$ cat src/rtl/vector_pkg.sv
// Shared constants, state type and helpers for the vector RAM fill path.
package vector_pkg;

    localparam int WORD_W         = 32;
    localparam int LINE_W         = 1024;
    localparam int ADDR_W         = 7;
    localparam int CNT_W          = 8;
    localparam int WORDS_PER_LINE = LINE_W / WORD_W;
    localparam int WIDX_W         = 5;
    localparam int RAM_DEPTH      = 128;

    typedef enum logic [1:0] {
        IDLE  = 2'd0,
        LOAD  = 2'd1,
        FLUSH = 2'd2,
        DONE  = 2'd3
    } loader_state_t;

    // A load can never cover more lines than the RAM holds.
    function automatic logic [CNT_W-1:0] clamp_lines(input logic [CNT_W-1:0] n);
        logic [CNT_W-1:0] r;
        if (n > CNT_W'(RAM_DEPTH)) begin
            r = CNT_W'(RAM_DEPTH);
        end else begin
            r = n;
        end
        return r;
    endfunction

endpackage

$ cat src/rtl/line_assembler.sv
// Packs consecutive stream words into one RAM line; line_o already contains
// the word being accepted so the owner can commit it on the same edge.
module line_assembler
    import vector_pkg::*;
(
    input  logic              clk,
    input  logic              rst_n,
    input  logic              clear_i,
    input  logic              wr_en_i,
    input  logic              close_i,
    input  logic [WORD_W-1:0] data_i,
    output logic [LINE_W-1:0] line_o,
    output logic              full_o
);

    logic [LINE_W-1:0] pack_q;
    logic [LINE_W-1:0] pack_d;
    logic [WIDX_W-1:0] word_idx_q;
    logic [WIDX_W-1:0] word_idx_d;
    logic [LINE_W-1:0] line_s;
    logic              full_s;

    // Merge the incoming word and decide whether the line is complete.
    always_comb begin
        line_s     = pack_q;
        full_s     = 1'b0;
        pack_d     = pack_q;
        word_idx_d = word_idx_q;
        if (wr_en_i) begin
            line_s[int'(word_idx_q) * WORD_W +: WORD_W] = data_i;
            full_s = (word_idx_q == WIDX_W'(WORDS_PER_LINE - 1)) || close_i;
        end else begin
            full_s = 1'b0;
        end
        // A completed line leaves the pack register zeroed, which also
        // provides the zero fill for an early-closed line.
        if (clear_i || full_s) begin
            pack_d     = '0;
            word_idx_d = '0;
        end else if (wr_en_i) begin
            pack_d     = line_s;
            word_idx_d = word_idx_q + WIDX_W'(1);
        end else begin
            pack_d     = pack_q;
            word_idx_d = word_idx_q;
        end
    end

    // Pack register and word index.
    always_ff @(posedge clk or negedge rst_n) begin
        if (!rst_n) begin
            pack_q     <= '0;
            word_idx_q <= '0;
        end else begin
            pack_q     <= pack_d;
            word_idx_q <= word_idx_d;
        end
    end

    assign line_o = line_s;
    assign full_o = full_s;

endmodule

$ cat src/rtl/vector_ram_loader.sv
// Streams 32-bit words into 1024-bit RAM lines from a programmed base line.
// Optional early end on in_last with zero fill: VECTOR_RAM_LOADER_LAST_PAD_EN.
module vector_ram_loader
    import vector_pkg::*;
(
    input  logic              clk,
    input  logic              rst_n,
    input  logic              start,
    input  logic [ADDR_W-1:0] base_addr,
    input  logic [CNT_W-1:0]  num_lines,
    output logic              busy,
    output logic              done,
    input  logic [WORD_W-1:0] in_data,
    input  logic              in_valid,
    output logic              in_ready,
    input  logic              in_last,
    output logic              ram_write_enable,
    output logic [ADDR_W-1:0] ram_addr,
    output logic [LINE_W-1:0] ram_in,
    output logic [CNT_W-1:0]  lines_written
);

    loader_state_t     state_q, state_d;
    logic [ADDR_W-1:0] base_q, base_d;
    logic [CNT_W-1:0]  num_q, num_d;
    logic [CNT_W-1:0]  lines_q, lines_d;
    logic              we_q, we_d;
    logic [ADDR_W-1:0] addr_q, addr_d;
    logic [LINE_W-1:0] ram_in_q, ram_in_d;
    logic              busy_q, done_q, in_ready_q;

    logic              handshake_s;
    logic              clear_s;
    logic              close_s;
    logic              line_full_s;
    logic [LINE_W-1:0] line_s;
    logic [CNT_W-1:0]  num_clamped_s;

`ifdef VECTOR_RAM_LOADER_LAST_PAD_EN
    assign close_s = in_last;
`else
    logic unused_in_last_s;
    assign unused_in_last_s = in_last;
    assign close_s          = 1'b0;
`endif

    assign handshake_s   = in_valid && in_ready_q;
    assign num_clamped_s = clamp_lines(num_lines);

    line_assembler u_line_assembler (
        .clk     (clk),
        .rst_n   (rst_n),
        .clear_i (clear_s),
        .wr_en_i (handshake_s),
        .close_i (close_s),
        .data_i  (in_data),
        .line_o  (line_s),
        .full_o  (line_full_s)
    );

    // Next-state, address and line-count logic.
    always_comb begin
        state_d  = state_q;
        base_d   = base_q;
        num_d    = num_q;
        lines_d  = lines_q;
        we_d     = 1'b0;
        addr_d   = addr_q;
        ram_in_d = ram_in_q;
        clear_s  = 1'b0;
        case (state_q)
            IDLE: begin
                if (start) begin
                    base_d  = base_addr;
                    num_d   = num_clamped_s;
                    lines_d = '0;
                    clear_s = 1'b1;
                    if (num_clamped_s == CNT_W'(0)) begin
                        state_d = DONE;
                    end else begin
                        state_d = LOAD;
                    end
                end else begin
                    state_d = IDLE;
                end
            end
            LOAD: begin
                if (line_full_s) begin
                    we_d     = 1'b1;
                    addr_d   = base_q + lines_q[ADDR_W-1:0];
                    ram_in_d = line_s;
                    lines_d  = lines_q + CNT_W'(1);
                    if ((lines_q + CNT_W'(1) == num_q) || close_s) begin
                        state_d = FLUSH;
                    end else begin
                        state_d = LOAD;
                    end
                end else begin
                    state_d = LOAD;
                end
            end
            FLUSH:   state_d = DONE;
            DONE:    state_d = IDLE;
            default: state_d = IDLE;
        endcase
    end

    // State, datapath and registered status outputs.
    always_ff @(posedge clk or negedge rst_n) begin
        if (!rst_n) begin
            state_q    <= IDLE;
            base_q     <= '0;
            num_q      <= '0;
            lines_q    <= '0;
            we_q       <= 1'b0;
            addr_q     <= '0;
            ram_in_q   <= '0;
            busy_q     <= 1'b0;
            done_q     <= 1'b0;
            in_ready_q <= 1'b0;
        end else begin
            state_q    <= state_d;
            base_q     <= base_d;
            num_q      <= num_d;
            lines_q    <= lines_d;
            we_q       <= we_d;
            addr_q     <= addr_d;
            ram_in_q   <= ram_in_d;
            busy_q     <= (state_d == LOAD) || (state_d == FLUSH);
            done_q     <= (state_d == DONE);
            in_ready_q <= (state_d == LOAD);
        end
    end

    assign busy             = busy_q;
    assign done             = done_q;
    assign in_ready         = in_ready_q;
    assign ram_write_enable = we_q;
    assign ram_addr         = addr_q;
    assign ram_in           = ram_in_q;
    assign lines_written    = lines_q;

endmodule
$ cat config.mk
export PLATFORM = sky130hd
export DESIGN_NAME = vector_ram_loader
export DESIGN_NICKNAME = d
export VERILOG_FILES = /design/src/rtl/vector_pkg.sv /design/src/rtl/line_assembler.sv /design/src/rtl/vector_ram_loader.sv
export SDC_FILE = /design/constraint.sdc
export NUM_CORES = 2
export LEC_CHECK = 0
export BUFFER_PORTS_ARGS = -buffer_cell sky130_fd_sc_hd__buf_2
export CAP_MARGIN = 10
export CORE_ASPECT_RATIO = 0.8
export CORE_MARGIN = 5
export CORE_UTILIZATION = 40
export DETAILED_ROUTE_END_ITERATION = 16
export PLACE_DENSITY = 0.63
export SLEW_MARGIN = 20
export SYNTH_ARGS = -nofsm -noshare
export SYNTH_HDL_FRONTEND = slang
export SYNTH_HIERARCHICAL = 1
export SYNTH_SLANG_ARGS = --single-unit
$ cat constraint.sdc
create_clock -name clk -period 4.3 [get_ports clk]
set_clock_uncertainty 0.2 [all_clocks]
set_input_delay 0.86 -clock clk [delete_from_list [all_inputs] [get_ports clk]]
set_output_delay 0.86 -clock clk [all_outputs]
set_load 0.01 [all_outputs]
==> impl_metrics.env <==
export IMPL_syn_to_final_growth_pct=17.8
export IMPL_rsz0062_at_grt="no"
export IMPL_drive_above_1_share_pct=23.3
export IMPL_clk_latency_ns=0.91
export IMPL_wl_met2_mm=175
export IMPL_arrival_ns=4.67
export IMPL_avgRoutedWirePerCell_um=28.3
export IMPL_fin_area_um2=113000
export IMPL_route_met3_wl_mm=38.6
export IMPL_grt_usage_pct=31.3
export IMPL_fp_row_count=160
export IMPL_clk_pin_slew_ns=0.06
export IMPL_grt_overflow_total=0
export IMPL_nets=11054
export IMPL_synth_warnings=6
export IMPL_ys_seq_area_share_pct=54.5
export IMPL_io_buffers=1093
export IMPL_cts_sinks=2089
export IMPL_dp_worst_setup_slack_ns=0.0183
export IMPL_syn_inst=10251
export IMPL_postRouteAntennaNets=0
export IMPL_maxSlewViolCount=0
export IMPL_r2r_start="u_line_assembler/word_idx_q[0]"
export IMPL_globalplace_congestion=0.894
export IMPL_synth_edf_count=0
export IMPL_period_needed_ns=4.11
export IMPL_dr_pass1_iters=8
export IMPL_end_kind="flip-flop"
export IMPL_instances_no_fill=14331
export IMPL_cts_made_buffers=219
export IMPL_max_cap_violations=0
export IMPL_top_layer="met4"
export IMPL_cp_start_kind="flip-flop"
export IMPL_finalCritPeriodShare_pct=95.6
export IMPL_crit_start="u_line_assembler/word_idx_q[0]"
export IMPL_synthFlopType="dfrtp_1"
export IMPL_drc=0
export IMPL_fmax_ghz=0.243
export IMPL_synthArstFlopShare_pct=100
export IMPL_htreeDepth=4
export IMPL_cp_data_required_time_ns=4.85
export IMPL_hold_viol=0
export IMPL_drt_initial_drc_count=10241
export IMPL_post_dp_hpwl_mm=274
export IMPL_root_buffer="clkbuf_16"
export IMPL_grt_max_degree=136
export IMPL_p_total_mw=54.5
export IMPL_critPathCapture="ram_in[398]"
export IMPL_worst_pin_slew_ns=1.16
export IMPL_synth_seq_cells=2089
export IMPL_clk_path_buf_depth=4
export IMPL_place_inst=13911
export IMPL_outcome="finished clean"
export IMPL_place_area_um2=106000
export IMPL_synth_area_per_cell_um2=9.36
export IMPL_initial_core_util_pct=40.3
export IMPL_design_core_area_um2=238000
export IMPL_max_vdd_ir_drop_mv=0.419
export IMPL_antenna_found_initial=18
export IMPL_leakage_nw=58.3
export IMPL_die_x_um=558
export IMPL_netlist_area_um2=96000
export IMPL_hold_class="input port to flip-flop"
export IMPL_critPathMaxFanout=32
export IMPL_die_h_um=448
export IMPL_power_density_nw_per_um2=482
export IMPL_cts_tree="yes"
export IMPL_hold_worst_slack_ns=0.162
export IMPL_ioPinCount=1095
export IMPL_worstRegToRegCells=12
export IMPL_grt_pass1_vias=81909
export IMPL_post_cts_buffers=0
export IMPL_final_core_util_pct=47.5
export IMPL_hold_depth=3
export IMPL_setup_slack_ns=0.187
export IMPL_met1_length_mm=164
export IMPL_vias=84252
export IMPL_yosysUniqueCellTypes=78
export IMPL_setup_viol=0
export IMPL_path_class="flip-flop to flip-flop"
export IMPL_r2r_end="ram_in[398]"
export IMPL_grt_pass1_wl_mm=582
export IMPL_relSlewSlack_pct=22.4
export IMPL_vias_per_cell=5.88
export IMPL_setup_tns_ns=0
export IMPL_wl_mm=406
export IMPL_dieArea_um2=250000
export IMPL_r2r_slack_ns=0.19
==> metal layers <==
metal / vias to the layer above / track usage (%)
met1: 42583 / 41.8
li1: 36429 / -
met3: 846 / 7.92
met2: 4394 / 46.1
met4: 0 / 18.5
met5: - / 0
==> Yosys cell counts, types with 22 or more instances <==
cell type,instances,area [um2]
buf_2,177,886
mux2_2,653,7350
a22o_1,201,1760
o311ai_0,44,385
clkbuf_1,678,2540
nand3_1,120,601
mux2_1,31,349
and3_1,74,463
and4_1,23,201
o2bb2ai_1,189,1660
inv_1,37,139
dfrtp_1,2089,52300
o31ai_1,49,368
nor3_1,44,220
nor2_1,215,807
o21ai_0,788,3940
o211ai_1,162,1220
nand4_1,22,138
o22ai_1,249,1560
buf_1,66,248
or3b_2,32,280
a32o_1,59,591
o21ai_1,25,125
and2_1,68,425
mux2i_1,30,300
a31o_2,56,490
a32oi_1,55,482
nand2_1,3787,14200
o41ai_1,53,464
==> flip-flops by register name (all words and copies together) (netlist names), 2 cells and up <==
name                         count
u_line_assembler/pack_q       1024
base_q                           7
ram_addr                         7
num_q                            8
ram_in                        1024
state_q                          2
lines_written                    8
u_line_assembler/word_idx_q      5
==> worst max-delay path, stage by stage (launching register included) <==
cell and delay, ns:
dfrtp_4 0.44, inv_1 0.07, ha_4 0.21, nand2b_1 0.20, nor2_1 0.07, ha_1 0.33
nor3b_1 0.41, mux2_2 0.70, nand3_1 0.26, buf_4 0.33, o21ai_0 0.51, nand2_1 0.14
nand2_1 0.09
==> how the worst min path moves through the flow <==
| stage | to | start |
|---|---|---|
| 2_1_floorplan | base_q[0] | base_q[0] |
| 3_3_place_gp | ram_in[406] | ram_in[406] |
| 3_5_place_dp | ram_in[382] | ram_in[382] |
| 4_1_cts | done | start |
| 5_1_grt | done | start |
| 6_report | done | start |
==> cells by family (layout without fill, tap and decap cells) <==
family,count (synthesis),in the layout,share of synthesized area [%]
adders and majority gates,13,13,0.177
and+or+nand+nor,4470,4470,18.8
AOI/OAI and AO/OA,1985,1985,14.0
buffers and inverters,965,1863,4.05
xor gates and xnor gates,14,14,0.128
muxes,714,714,8.34
DFF,2089,2089,54.5
other,1,24,0.00391
==> layout by cell type (no fill, tap or decap), types with 198 or more instances in the layout <==
master     synthesis  routed
o22ai_1          249     249
buf_4              2     252
nor2_1           215     198
buf_2            177    1092
clkbuf_16          0     220
mux2_2           653     653
dfrtp_1         2089    2088
a22o_1           201     201
nand2_1         3787    3785
o21ai_0          788     788
==> power by group <==
group | switching, mW | internal [mW]
clock | 8.33 | 11.1
sequential | 0.181 | 19.8
combinational | 12.6 | 2.49
==> final cells by class <==
type	instances	area, um2
timing repair buffer	1438	9060
inverter	39	154
multi-input combinational	7202	40400
fill	22342	125000
sequential	2089	52300
clock buffer	323	6420
tap	3159	3950
antenna	18	45.0
clock inverter	63	781
==> timing repair <==
action                                  4_1_cts  5_1_grt
hold buffers                                 16        0
gates resized for setup                       1        0
hold endpoints to repair                     63        0
endpoints found under the setup margin        1        0
No activity file was read; power rests on OpenSTA's default activity.
